===== src/rtl/game_pkg.sv =====
// Shared definitions for the stacker game blocks.
// Holds the FSM state encoding, the default play-field and block constants
// (so that stack_ctrl, stack and draw agree), and the landing-line helper.
package game_pkg;

    typedef enum logic [2:0] {
        S_IDLE     = 3'd0,
        S_SWING    = 3'd1,
        S_DROP     = 3'd2,
        S_ALIGN    = 3'd3,
        S_PAUSED   = 3'd4,
        S_GAMEOVER = 3'd5
    } state_t;

    localparam int FIELD_W_DEF    = 640;
    localparam int FIELD_H_DEF    = 480;
    localparam int BLOCK_H_DEF    = 16;
    localparam int INIT_W_DEF     = 160;
    localparam int SWING_STEP_DEF = 4;
    localparam int FALL_STEP_DEF  = 8;
    localparam int MAX_LEVEL_DEF  = 24;

    localparam int COORD_W = 10;   // pixel coordinates and widths
    localparam int SUM_W   = 11;   // one extra bit for edge sums
    localparam int LEVEL_W = 5;
    localparam int SCORE_W = 10;

    // Top edge at which a block dropped onto a tower of 'lvl' placed blocks
    // comes to rest: one row for the base, one for the block itself.
    function automatic logic [SUM_W-1:0] land_line(
        input logic [LEVEL_W-1:0] lvl,
        input logic [SUM_W-1:0]   field_h,
        input logic [SUM_W-1:0]   block_h
    );
        logic [SUM_W-1:0] rows;
        rows = {{(SUM_W-LEVEL_W){1'b0}}, lvl} + 11'd2;
        return field_h - rows * block_h;
    endfunction

endpackage


===== src/rtl/overlap_calc.sv =====
// Combinational overlap of the dropped block against the tower top.
// Ports:
//   pos_x, width  : dropped block left edge and width
//   top_x, top_w  : tower top left edge and width
//   left          : left edge of the overlap, max(pos_x, top_x)
//   ovl_w         : overlap width, valid only when miss is low
//   miss          : no horizontal overlap at all (touching edges count as a miss)
module overlap_calc
    import game_pkg::*;
(
    input  logic [COORD_W-1:0] pos_x,
    input  logic [COORD_W-1:0] width,
    input  logic [COORD_W-1:0] top_x,
    input  logic [COORD_W-1:0] top_w,
    output logic [COORD_W-1:0] left,
    output logic [COORD_W-1:0] ovl_w,
    output logic               miss
);

    logic [SUM_W-1:0] right_blk;
    logic [SUM_W-1:0] right_top;
    logic [SUM_W-1:0] left_ext;
    logic [SUM_W-1:0] right_ext;

    assign right_blk = {1'b0, pos_x} + {1'b0, width};
    assign right_top = {1'b0, top_x} + {1'b0, top_w};

    assign left      = (pos_x >= top_x) ? pos_x : top_x;
    assign left_ext  = {1'b0, left};
    assign right_ext = (right_blk <= right_top) ? right_blk : right_top;

    assign miss  = (right_ext <= left_ext);
    assign ovl_w = COORD_W'(right_ext - left_ext);

endmodule


===== src/rtl/stack_ctrl.sv =====
// Game-sequencing controller for the stacker game.
// Runs the swing -> drop -> align loop on the divided game tick and the
// start/pause buttons, and owns all moving-block and tower geometry.
// Ports:
//   clk, rst            : clock, synchronous active-low reset
//   tick                : one-cycle game-rate enable
//   start, pause        : one-cycle debounced button pulses
//   pos_x, pos_y, width : moving block geometry
//   top_x, top_w        : tower top geometry
//   level, score        : placed blocks above the base, saturating score
//   state               : FSM state (game_pkg::state_t encoding)
//   game_over, win      : end-of-game flags
module stack_ctrl
    import game_pkg::*;
#(
    parameter int FIELD_W    = FIELD_W_DEF,
    parameter int FIELD_H    = FIELD_H_DEF,
    parameter int BLOCK_H    = BLOCK_H_DEF,
    parameter int INIT_W     = INIT_W_DEF,
    parameter int SWING_STEP = SWING_STEP_DEF,
    parameter int FALL_STEP  = FALL_STEP_DEF,
    parameter int MAX_LEVEL  = MAX_LEVEL_DEF
)(
    input  logic                clk,
    input  logic                rst,
    input  logic                tick,
    input  logic                start,
    input  logic                pause,
    output logic [COORD_W-1:0]  pos_x,
    output logic [COORD_W-1:0]  pos_y,
    output logic [COORD_W-1:0]  width,
    output logic [COORD_W-1:0]  top_x,
    output logic [COORD_W-1:0]  top_w,
    output logic [LEVEL_W-1:0]  level,
    output logic [SCORE_W-1:0]  score,
    output logic [2:0]          state,
    output logic                game_over,
    output logic                win
);

    localparam logic [SUM_W-1:0]   FIELD_W_S   = SUM_W'(FIELD_W);
    localparam logic [SUM_W-1:0]   FIELD_H_S   = SUM_W'(FIELD_H);
    localparam logic [SUM_W-1:0]   BLOCK_H_S   = SUM_W'(BLOCK_H);
    localparam logic [SUM_W-1:0]   SWING_S     = SUM_W'(SWING_STEP);
    localparam logic [SUM_W-1:0]   FALL_S      = SUM_W'(FALL_STEP);
    localparam logic [COORD_W-1:0] FIELD_W_C   = COORD_W'(FIELD_W);
    localparam logic [COORD_W-1:0] SWING_C     = COORD_W'(SWING_STEP);
    localparam logic [COORD_W-1:0] FALL_C      = COORD_W'(FALL_STEP);
    localparam logic [COORD_W-1:0] INIT_W_C    = COORD_W'(INIT_W);
    localparam logic [COORD_W-1:0] TOP_X_INIT  = COORD_W'((FIELD_W - INIT_W) / 2);
    localparam logic [LEVEL_W-1:0] MAX_LEVEL_C = LEVEL_W'(MAX_LEVEL);
    localparam logic [SUM_W-1:0]   SCORE_MAX   = SUM_W'((1 << SCORE_W) - 1);

    state_t state_reg, state_next;
    state_t ret_reg,   ret_next;     // where PAUSED returns to

    logic [COORD_W-1:0] pos_x_reg, pos_x_next;
    logic [COORD_W-1:0] pos_y_reg, pos_y_next;
    logic [COORD_W-1:0] width_reg, width_next;
    logic [COORD_W-1:0] top_x_reg, top_x_next;
    logic [COORD_W-1:0] top_w_reg, top_w_next;
    logic [LEVEL_W-1:0] level_reg, level_next;
    logic [SCORE_W-1:0] score_reg, score_next;
    logic               dir_right_reg, dir_right_next;
    logic               game_over_reg, game_over_next;
    logic               win_reg, win_next;

    // Datapath helpers
    logic [SUM_W-1:0]   swing_edge;
    logic               hit_right;
    logic               hit_left;
    logic [SUM_W-1:0]   y_land;
    logic               landed;
    logic [COORD_W-1:0] ovl_left;
    logic [COORD_W-1:0] ovl_w;
    logic               miss;
    logic               perfect;
    logic [LEVEL_W-1:0] level_inc;
    logic [SUM_W-1:0]   score_sum;
    logic [SCORE_W-1:0] score_sat;

    assign swing_edge = {1'b0, pos_x_reg} + {1'b0, width_reg} + SWING_S;
    assign hit_right  = (swing_edge > FIELD_W_S);
    assign hit_left   = (pos_x_reg < SWING_C);

    assign y_land = land_line(level_reg, FIELD_H_S, BLOCK_H_S);
    assign landed = (({1'b0, pos_y_reg} + FALL_S) >= y_land);

    overlap_calc u_overlap (
        .pos_x (pos_x_reg),
        .width (width_reg),
        .top_x (top_x_reg),
        .top_w (top_w_reg),
        .left  (ovl_left),
        .ovl_w (ovl_w),
        .miss  (miss)
    );

    assign perfect   = (pos_x_reg == top_x_reg);
    assign level_inc = level_reg + 5'd1;
    assign score_sum = {1'b0, score_reg} + (perfect ? 11'd2 : 11'd1);
    assign score_sat = (score_sum > SCORE_MAX) ? SCORE_MAX[SCORE_W-1:0]
                                               : score_sum[SCORE_W-1:0];

    // State register
    always_ff @(posedge clk) begin
        if (!rst) begin
            state_reg <= S_IDLE;
        end else begin
            state_reg <= state_next;
        end
    end

    // Next-state logic; pause wins over start and tick wherever it applies
    always_comb begin
        state_next = state_reg;
        case (state_reg)
            S_IDLE: begin
                if (start) state_next = S_SWING;
            end
            S_SWING: begin
                if (pause)      state_next = S_PAUSED;
                else if (start) state_next = S_DROP;
            end
            S_DROP: begin
                if (pause)              state_next = S_PAUSED;
                else if (tick && landed) state_next = S_ALIGN;
            end
            S_ALIGN: begin
                if (miss || level_inc == MAX_LEVEL_C) state_next = S_GAMEOVER;
                else                                  state_next = S_SWING;
            end
            S_PAUSED: begin
                if (pause) state_next = ret_reg;
            end
            S_GAMEOVER: begin
                if (start) state_next = S_SWING;
            end
            default: state_next = S_IDLE;
        endcase
    end

    // Output / geometry next-value logic
    always_comb begin
        ret_next       = ret_reg;
        pos_x_next     = pos_x_reg;
        pos_y_next     = pos_y_reg;
        width_next     = width_reg;
        top_x_next     = top_x_reg;
        top_w_next     = top_w_reg;
        level_next     = level_reg;
        score_next     = score_reg;
        dir_right_next = dir_right_reg;

        case (state_reg)
            S_IDLE: begin
                if (start) begin
                    pos_x_next     = '0;
                    pos_y_next     = '0;
                    dir_right_next = 1'b1;
                end
            end
            S_SWING: begin
                if (pause) begin
                    ret_next = S_SWING;
                end else if (tick && !start) begin
                    // At an edge the block is clamped and turns around; the
                    // next tick then moves it back the other way.
                    if (dir_right_reg) begin
                        if (hit_right) begin
                            pos_x_next     = FIELD_W_C - width_reg;
                            dir_right_next = 1'b0;
                        end else begin
                            pos_x_next = pos_x_reg + SWING_C;
                        end
                    end else begin
                        if (hit_left) begin
                            pos_x_next     = '0;
                            dir_right_next = 1'b1;
                        end else begin
                            pos_x_next = pos_x_reg - SWING_C;
                        end
                    end
                end
            end
            S_DROP: begin
                if (pause) begin
                    ret_next = S_DROP;
                end else if (tick) begin
                    pos_y_next = landed ? y_land[COORD_W-1:0] : pos_y_reg + FALL_C;
                end
            end
            S_ALIGN: begin
                if (!miss) begin
                    top_x_next = ovl_left;
                    top_w_next = ovl_w;
                    width_next = ovl_w;
                    level_next = level_inc;
                    score_next = score_sat;
                    if (level_inc != MAX_LEVEL_C) begin
                        pos_x_next     = '0;
                        pos_y_next     = '0;
                        dir_right_next = 1'b1;
                    end
                end
            end
            S_GAMEOVER: begin
                if (start) begin
                    pos_x_next     = '0;
                    pos_y_next     = '0;
                    width_next     = INIT_W_C;
                    top_x_next     = TOP_X_INIT;
                    top_w_next     = INIT_W_C;
                    level_next     = '0;
                    score_next     = '0;
                    dir_right_next = 1'b1;
                end
            end
            default: ;
        endcase

        // Flags are registered against the state being entered so they line
        // up with the state output.
        game_over_next = (state_next == S_GAMEOVER);
        win_next       = (state_next == S_GAMEOVER) && (level_next == MAX_LEVEL_C);
    end

    // Geometry and flag registers
    always_ff @(posedge clk) begin
        if (!rst) begin
            ret_reg       <= S_IDLE;
            pos_x_reg     <= '0;
            pos_y_reg     <= '0;
            width_reg     <= INIT_W_C;
            top_x_reg     <= TOP_X_INIT;
            top_w_reg     <= INIT_W_C;
            level_reg     <= '0;
            score_reg     <= '0;
            dir_right_reg <= 1'b1;
            game_over_reg <= 1'b0;
            win_reg       <= 1'b0;
        end else begin
            ret_reg       <= ret_next;
            pos_x_reg     <= pos_x_next;
            pos_y_reg     <= pos_y_next;
            width_reg     <= width_next;
            top_x_reg     <= top_x_next;
            top_w_reg     <= top_w_next;
            level_reg     <= level_next;
            score_reg     <= score_next;
            dir_right_reg <= dir_right_next;
            game_over_reg <= game_over_next;
            win_reg       <= win_next;
        end
    end

    assign pos_x     = pos_x_reg;
    assign pos_y     = pos_y_reg;
    assign width     = width_reg;
    assign top_x     = top_x_reg;
    assign top_w     = top_w_reg;
    assign level     = level_reg;
    assign score     = score_reg;
    assign state     = state_reg;
    assign game_over = game_over_reg;
    assign win       = win_reg;

endmodule

===== config.mk =====
export PLATFORM = sky130hd
export DESIGN_NAME = stack_ctrl
export DESIGN_NICKNAME = d
export VERILOG_FILES = /design/src/rtl/game_pkg.sv /design/src/rtl/overlap_calc.sv /design/src/rtl/stack_ctrl.sv
export SDC_FILE = /design/constraint.sdc
export NUM_CORES = 1
export LEC_CHECK = 0
export CAP_MARGIN = 15
export CORE_MARGIN = 2
export CORE_UTILIZATION = 49
export DETAILED_ROUTE_END_ITERATION = 7
export PLACE_DENSITY = 0.71
export SYNTH_ARGS = -nofsm -noshare
export SYNTH_HDL_FRONTEND = slang
export SYNTH_SLANG_ARGS = --single-unit

===== constraint.sdc =====
create_clock -name clk -period 7.2 [get_ports clk]
set_input_delay 1.44 -clock clk [delete_from_list [all_inputs] [get_ports clk]]
set_output_delay 1.44 -clock clk [all_outputs]
set_load 0.01 [all_outputs]

After elaboration in Yosys (flattened, before gate mapping) --
Index checks and enable logic that the tools add are counted. Widths: inputs -> output; s select.
Word-level totals: register bits after elaboration 64, bits of input ports 5
Operators by class: $add $sub $neg 13, eq/ne operators 20, mux-type cells 48, $lt $le $gt $ge 7, reductions and logical operators 15
Operators with widths (number):
- $mux 10 | 18
- $pmux 10 s2 | 3
- $pmux 10 s3 | 2
- $mux 3 | 9
- $add 10x10->11 | 2
- $gt 11x10->1 const B | 2
- $ne 2x2->1 const B | 9
- $pmux 3 s5 | 1
- $reduce_and 6->1 | 2
- $add 10x2->11 | 1
- $add 10x4->11 const B | 1
- $add 11x3->11 const B | 1
- $ge 11x11->1 | 1
- $le 11x10->1 | 1
- $le 11x11->1 | 1
- $mux 11 | 1
- $sub 9x10->11 const A | 1
- $add 10x3->10 const B | 1
- $add 10x4->10 const B | 1
- $eq 10x10->1 | 1
- $eq 5x5->1 const B | 2
- $ge 10x10->1 | 1
- $lt 10x3->1 const B | 1
- $mux 5 | 2
- 23 further kinds | 38

Longest topological paths before layout --
Gate-level depths: netlist (run 1).
depth in word-level cells 9, mapped depth 29

By module --
Synthesis (run 1) repeated with hierarchy kept, for this count alone.
Unflattened totals: cell total of the unflattened synthesis 835, area total of the unflattened synthesis 6621.4 um^2
By module, submodules not included:
- stack_ctrl | area each 4568.1 um^2, sequential area each 1201.2 um^2, cells each 573, instances 1
- overlap_calc | area each 2053.2 um^2, sequential area each 0.0 um^2, cells each 262, instances 1

Worst setup path after synthesis (run 1) --
Ideal clock, no wire load.
kind register to register, start register top_w_reg[2], in the netlist top_w[2], end register level_reg[0], in the netlist level[0], setup time 70 ps, arrival 5941 ps, setup slack 1189 ps, cell stages (with the launch flop) 27, path buffers 4, data required time 7130 ps, clock period less this slack 6011 ps, cell sequence dfxtp_1 > ha_1 > nor2b_1 > o31a_1 > o2111ai_2 > nand2_1 > or2_1 > buf_2 > ha_1 > nand4_1 > a21oi_1 > o21ai_0 > a21oi_2 > clkbuf_1 > mux2i_1 > ha_1 > nor2b_1 > o21a_1 > o21ai_1 > a21oi_1 > or3_1 > a211o_1 > a31oi_4 > buf_4 > buf_4 > nand2_1 > a21oi_1
On the way: longest elaborated chain between the ends 6, elaborated cells between the ends (all ways) 7, those cells by class 2 x add/sub; 2 x order compare; 3 x mux
Ends and longest elaborated chain:
- from (decl) | line stack_ctrl.sv:61 | logic [COORD_W-1:0] top_w_reg, top_w_next;
- from (signal assigned) | line stack_ctrl.sv:248 | top_w_reg <= top_w_next;
- $add 10x10->11, on equally long branches
- $le 11x11->1 | line overlap_calc.sv:30 | assign right_ext = (right_blk <= right_top) ? right_blk : right_top;
- $mux 11 * | line overlap_calc.sv:30
- $le 11x10->1 * | line overlap_calc.sv:32 | assign miss = (right_ext <= left_ext);
- $mux 5 * | line stack_ctrl.sv:194 | if (!miss) begin
- $pmux 5 s2 * | line stack_ctrl.sv:155 | case (state_reg)
- to (signal assigned) | line stack_ctrl.sv:249 | level_reg <= level_next;
- to (decl) | line stack_ctrl.sv:62 | logic [LEVEL_W-1:0] level_reg, level_next;
Every way passes the cells marked *; elsewhere a longest branch is shown, timed or not. A chain may end at the register's enable or synchronous reset.

Worst setup path after layout (run 1) --
start register pos_x_reg[2], in the netlist pos_x[2], end register score_reg[7], in the netlist score[7]
On the way: longest elaborated chain between the ends 7, elaborated cells between the ends (all ways) 15, those cells by class 2 x add/sub; 4 x order compare; 2 x eq/ne; 6 x mux; 1 x reduce/logical
Ends and longest elaborated chain:
- from (decl) | line stack_ctrl.sv:57 | logic [COORD_W-1:0] pos_x_reg, pos_x_next;
- from (signal assigned) | line stack_ctrl.sv:244 | pos_x_reg <= pos_x_next;
- branches (longest 7 deep; another with $add 10x10->11)
- to (signal assigned) | line stack_ctrl.sv:250 | score_reg <= score_next;
- to (decl) | line stack_ctrl.sv:63 | logic [SCORE_W-1:0] score_reg, score_next;
Parallel ways; which one is timed is not known. The select of a mux whose other input is x is not followed.

==> results.json, run 1 <==
{
  "place_congestion": 0.9963,
  "hold_path_class": "reg -> reg",
  "drv_slew": 0,
  "final.setup.worst_slack_ps": 664.6,
  "die_w_microns": 116.6,
  "setup_viol": 0,
  "insertedDiodeCount": 0,
  "area.growth.synth_to_final_pct": 17.57,
  "synthDistinctLibCells": 80,
  "cts_buffer_depth": 2,
  "dp_slack_ps": 750.8,
  "p_sw_mw": 0.2392,
  "endpoint_kind": "flip-flop",
  "cap_violations": 0,
  "overflow": 0,
  "rows": 41,
  "global_route.usage.total_pct": 28.36,
  "final_cell_mix": "a21oi_1, clkdlybuf4s50_1, ha_1",
  "swShare_pct": 27.39,
  "dieArea_sq_um": 13590,
  "clock-sinks": 60,
  "placement.cell_area_sq_um": 7002,
  "viasPerCell": 6.083,
  "min_period_ps": 6535,
  "nets": 936,
  "reg2reg_from": "pos_x[2]",
  "grt_max_degree": 34,
  "post_synth_and_or_nand_nor_area_fraction_pct": 20.90,
  "io_pins": 75,
  "hold_path.startpoint": "score[0]",
  "worstSetupStartpoint": "pos_x[2]",
  "cts_buffers": 9,
  "wl_microns": 18770,
  "seq_area_frac_synth_pct": 19.35,
  "n_fill_cell": 1175,
  "cts_max_level": 3,
  "arrival_ps": 6800,
  "finalHoldViolCount": 0,
  "outcome": "completed",
  "powerDensity_nw_per_um2": 119.7,
  "yosys_warnings": 0,
  "cts_root_buffer": "clkbuf_16",
  "crit_chain": "ha_1 -> nor2b_1 -> o31a_1 -> o2111ai_2 -> nand2_1 -> or2_1 -> ha_1 -> nand4_1 -> a21oi_1 -> o21ai_0 -> a21oi_2 -> mux2i_1 -> ha_1 -> nor2b_1 -> o21a_1 -> o21ai_1 -> a21oi_1 -> or3_1 -> a211o_1 -> a31oi_4 -> buf_4 -> a21oi_1 -> nor3_1",
  "drive_above_1_share_pct": 6.156,
  "ys_seq_elements": 60,
  "vdd_drop_max_mv": 0.08406,
  "portBuffers": 71,
  "synth-main-ff-cell": "dfxtp_1",
  "power.leakage_nw": 3.073,
  "power.share.sequential_pct": 39.5,
  "p_int_mw": 0.6343,
  "final_common_cell": "a21oi_1",
  "clock.fmax_ghz": 0.1530,
  "async_reset_ff_share_pct": 0,
  "start_util_pct": 49.60,
  "synth_top_family_by_area": "compound AO/OA/AOI/OAI gates",
  "first_pass_iters": 6,
  "cts_hold_buf": 0,
  "syn_inst": 807,
  "clockPowerShare_pct": 46.3,
  "worst_slew_pin_slew_ps": 1172,
  "cts_resized": 0,
  "synth_edf_count": 0,
  "grt_pass1_vias": 5927,
  "syn_area_sq_um": 6208,
  "cp_data_required_time_ps": 7460,
  "core_area_sq_um": 12520,
  "critPathSlowestCell": "a31oi_4",
  "rsz0062_at_grt": "false",
  "vias": 6284,
  "slew_headroom_pct": 21.87,
  "syn_avg_cell_area_sq_um": 7.693,
  "drcViolationCount": 0,
  "dp_hpwl_microns": 14090,
  "fin_area_sq_um": 7300,
  "p_comb_share_pct": 14.2,
  "cts_tree": "yes",
  "clk_latency_ps": 340,
  "fin_hold_ws_ps": 495.3,
  "postCtsSetupRepairBufs": 0,
  "critPathKind": "reg -> reg",
  "grt_pass1_wl_microns": 30080,
  "drtAntennaViolNets": 0,
  "max_stage_delay_ps": 560,
  "setup.worst_path.start_class": "flip-flop",
  "worst-path-max-fanout": 21,
  "fin_skew_ps": 9.818,
  "path_clk_slew_ps": 50,
  "detail_route.wl_per_cell_microns": 18.17,
  "setup_tns_ps": 0,
  "antenna_found_initial": 0,
  "synth_compound_area_share_pct": 26.99,
  "die_h_microns": 116.6,
  "synth-xor-area-share_pct": 6.913,
  "synth_fa_ha_area_share_pct": 15.40,
  "synth.mux.area_fraction_pct": 3.345,
  "drt_iter0_drc": 612,
  "period_share_pct": 90.77
}
## cells by family after synthesis
logic type | count (synthesis)
flip-flops | 60
AND/OR/NAND/NOR | 257
buffers and inverters | 100
XOR/XNOR | 49
AO/OA/AOI/OAI | 247
other | 1
multiplexers | 19
adder cells (fa/ha/maj) | 74
## final cells by class
type                            instances  area, sq um  area share [%]
Clock buffer                           13        260.3           3.565
Timing Repair Buffer                   84        828.3           11.35
Sequential cell                        60         1201           16.46
Multi-Input combinational cell        649         4586           62.82
Clock inverter                          2        10.01          0.1371
Inverter                               53        198.9           2.725
Tap cell                              172        215.2           2.948
## layer usage
layer  track usage, %  part of all wire (%)  vias to the layer above
met3            3.633                   6.5                       53
met1            37.48                    44                     2947
met2            46.05                    46                      263
li1                 -                     -                     3021
met5                0                     0                        -
met4            13.33                   3.9                        0
## through the flow
step | total power, mW | cells | util, %
finish | 0.8736 | 1033 | 58.32
global route | 0.9022 | 1033 | 58.32
global placement | 0.4684 | 1017 | 55.94
floorplan | 0.4382 | 809 | -
CTS | 0.8735 | 1032 | 58.10
detailed placement | 0.4705 | 1017 | 55.94
## cells in the mapped netlist, drive strengths merged (3+ instances only)
cell      n  area (sq um)
o2bb2ai   3         26.28
nand2    60         225.2
a311o     3         30.03
nor3     16         85.08
nor2b    13         81.33
a31oi     7         58.81
o31a      3         26.28
o21bai    6         45.04
nor3b     3         22.52
a21oi    85         432.9
mux2      4         45.04
and2      5         31.28
o21a      8         60.06
a32o      6         60.06
nand4    12         75.07
mux2i    15         162.7
nand3    36         180.2
o211ai   10         75.07
dfxtp    60          1201
clkbuf   28         105.1
buf      19         133.9
a41oi     4         35.03
or2       6         37.54
a211oi    4         35.03
inv      53         198.9
ha       70         875.8
a21o     19         142.6
xnor2    26         227.7
o31ai     5         56.30
o21ai    51         255.2
nor2     51         193.9
and3     16         100.1
nor4      6         37.54
fa        4         80.08
or3      14         87.58
nand2b   11         68.82
xor2     23         201.4
a22oi     4         30.03
## final timing paths
path / end / slack [ps] / cells after the start
worst min register to register: score[0] / 500 / 2
worst max-delay path: score[7] / 660 / 23
worst min-delay path: score[0] / 500 / 2
worst max register to register: score[7] / 660 / 23
## power by group through the flow
stage          Sequential (mW)  Combinational (mW)  Clock [mW]
2_1_floorplan            0.349              0.0896           0
3_3_place_gp             0.351               0.117           0
3_5_place_dp             0.352               0.119           0
4_1_cts                  0.345               0.120       0.409
5_1_grt                  0.346               0.135       0.421
6_report                 0.345               0.124       0.405
## worst max-delay path, delay by kind of cell, from the launching register on
kind | cells | cell delay [ps]
flip-flops | 1 | 540
adder cells (fa/ha/maj) | 3 | 1020
buffers and inverters | 1 | 320
multiplexers | 1 | 360
AO/OA/AOI/OAI | 11 | 2690
AND/OR/NAND/NOR | 7 | 1520
(Power assumes the default switching activity.)
==> run 2, diff against run 1 <==
- CAP_MARGIN: 15 -> 0
==> results.json, run 2 (synthesis results as in run 1) <==
{
  "viasPerCell": 6.099,
  "setup.worst_path.start_class": "flip-flop",
  "slew_headroom_pct": 16.38,
  "wl_microns": 18810,
  "dieArea_sq_um": 13590,
  "cap_violations": 0,
  "nets": 935,
  "start_util_pct": 49.60,
  "worst-path-max-fanout": 21,
  "worst_slew_pin_slew_ps": 1253,
  "drv_slew": 0,
  "clock-sinks": 60,
  "power.leakage_nw": 3.060,
  "die_w_microns": 116.6,
  "grt_pass1_vias": 5927,
  "die_h_microns": 116.6,
  "first_pass_iters": 5,
  "antenna_found_initial": 0,
  "critPathKind": "reg -> reg",
  "core_area_sq_um": 12520,
  "clk_latency_ps": 340,
  "detail_route.wl_per_cell_microns": 18.22,
  "cts_max_level": 3,
  "cts_root_buffer": "clkbuf_16",
  "arrival_ps": 6790,
  "drcViolationCount": 0,
  "final_common_cell": "a21oi_1",
  "outcome": "completed",
  "cp_data_required_time_ps": 7450,
  "rsz0062_at_grt": "false",
  "cts_tree": "yes",
  "drive_above_1_share_pct": 6.047,
  "min_period_ps": 6536,
  "cts_buffers": 9,
  "hold_path_class": "reg -> reg",
  "vdd_drop_max_mv": 0.08404,
  "n_fill_cell": 1175,
  "vias": 6294,
  "dp_hpwl_microns": 14090,
  "drt_iter0_drc": 636,
  "io_pins": 75,
  "endpoint_kind": "flip-flop",
  "grt_pass1_wl_microns": 30080,
  "grt_max_degree": 34,
  "final_cell_mix": "a21oi_1, clkdlybuf4s50_1, ha_1",
  "portBuffers": 71,
  "clock.fmax_ghz": 0.1530,
  "setup_viol": 0,
  "rows": 41,
  "fin_total_pwr_mw": 0.8731,
  "area.growth.synth_to_final_pct": 17.13,
  "period_share_pct": 90.77,
  "fin_skew_ps": 10.69,
  "insertedDiodeCount": 0,
  "overflow": 0,
  "cts_resized": 0,
  "finalHoldViolCount": 0,
  "place_congestion": 0.9963,
  "global_route.usage.total_pct": 28.36,
  "path_clk_slew_ps": 50,
  "cts_hold_buf": 0,
  "powerDensity_nw_per_um2": 120.1,
  "cts_buffer_depth": 2,
  "drtAntennaViolNets": 0,
  "setup_tns_ps": 0,
  "postCtsSetupRepairBufs": 0
}
## run 2: cell types whose count changed in the layout (fill, tap and decap cells not counted), sizes merged
| cell | before | now |
|---|---|---|
| buf | 13 | 12 |
## run 2: layer usage
| metal | track usage, % | routed length, microns | vias to the layer above |
|---|---|---|---|
| li1 | - | - | 3023 |
| met1 | 37.48 | 8085 | 2938 |
| met2 | 46.05 | 8678 | 287 |
| met3 | 3.633 | 1362 | 46 |
| met4 | 13.33 | 678 | 0 |
| met5 | 0 | 0 | - |
## run 2: layout make-up
type	instances	area [sq um]	area share (%)
timing repair buffer	83	800.8	11.01
sequential	60	1201	16.52
tap	172	215.2	2.959
inverter	53	198.9	2.736
multi-input combinational	649	4586	63.06
clock buffer	13	260.3	3.579
clock inverter	2	10.01	0.1376
## run 2: worst paths after layout
kind | startpoint | end | slack (ps) | cells past startpoint
min | score[0] | score[0] | 500 | 2
max | pos_x[2] | score[7] | 660 | 23
min reg2reg | score[0] | score[0] | 500 | 2
max reg2reg | pos_x[2] | score[7] | 660 | 23
## run 2: through the flow
stage	worst slack (ps)	area, sq um	hold slack (ps)	util, %	cells
3_3_place_gp	959.0	7002	481.0	55.94	1017
2_1_floorplan	1189	6216	467.4	-	809
4_1_cts	720.0	7272	501.7	58.10	1032
3_5_place_dp	750.8	7002	491.5	55.94	1017
6_report	664.3	7272	495.5	58.10	1032
5_1_grt	67.50	7272	523.1	58.10	1032
## run 2: report_power, final
group / internal (mW) / leakage, nW / total [mW] / switching (mW)
logic: 0.0481 / 2.44 / 0.122 / 0.0740
clock network: 0.249 / 0.135 / 0.406 / 0.157
registers: 0.336 / 0.484 / 0.345 / 0.00917
## run 2: critical path, stage by stage, from the launching register on
cell and delay, ps:
dfxtp_1 540, ha_1 370, nor2b_1 170, o31a_1 300, o2111ai_2 240, nand2_1 170
or2_1 360, ha_1 350, nand4_1 120, a21oi_1 130, o21ai_0 130, a21oi_2 430
mux2i_1 360, ha_1 290, nor2b_1 140, o21a_1 180, o21ai_1 180, a21oi_1 150
or3_1 380, a211o_1 340, a31oi_4 560, buf_4 320, a21oi_1 60, nor3_1 180
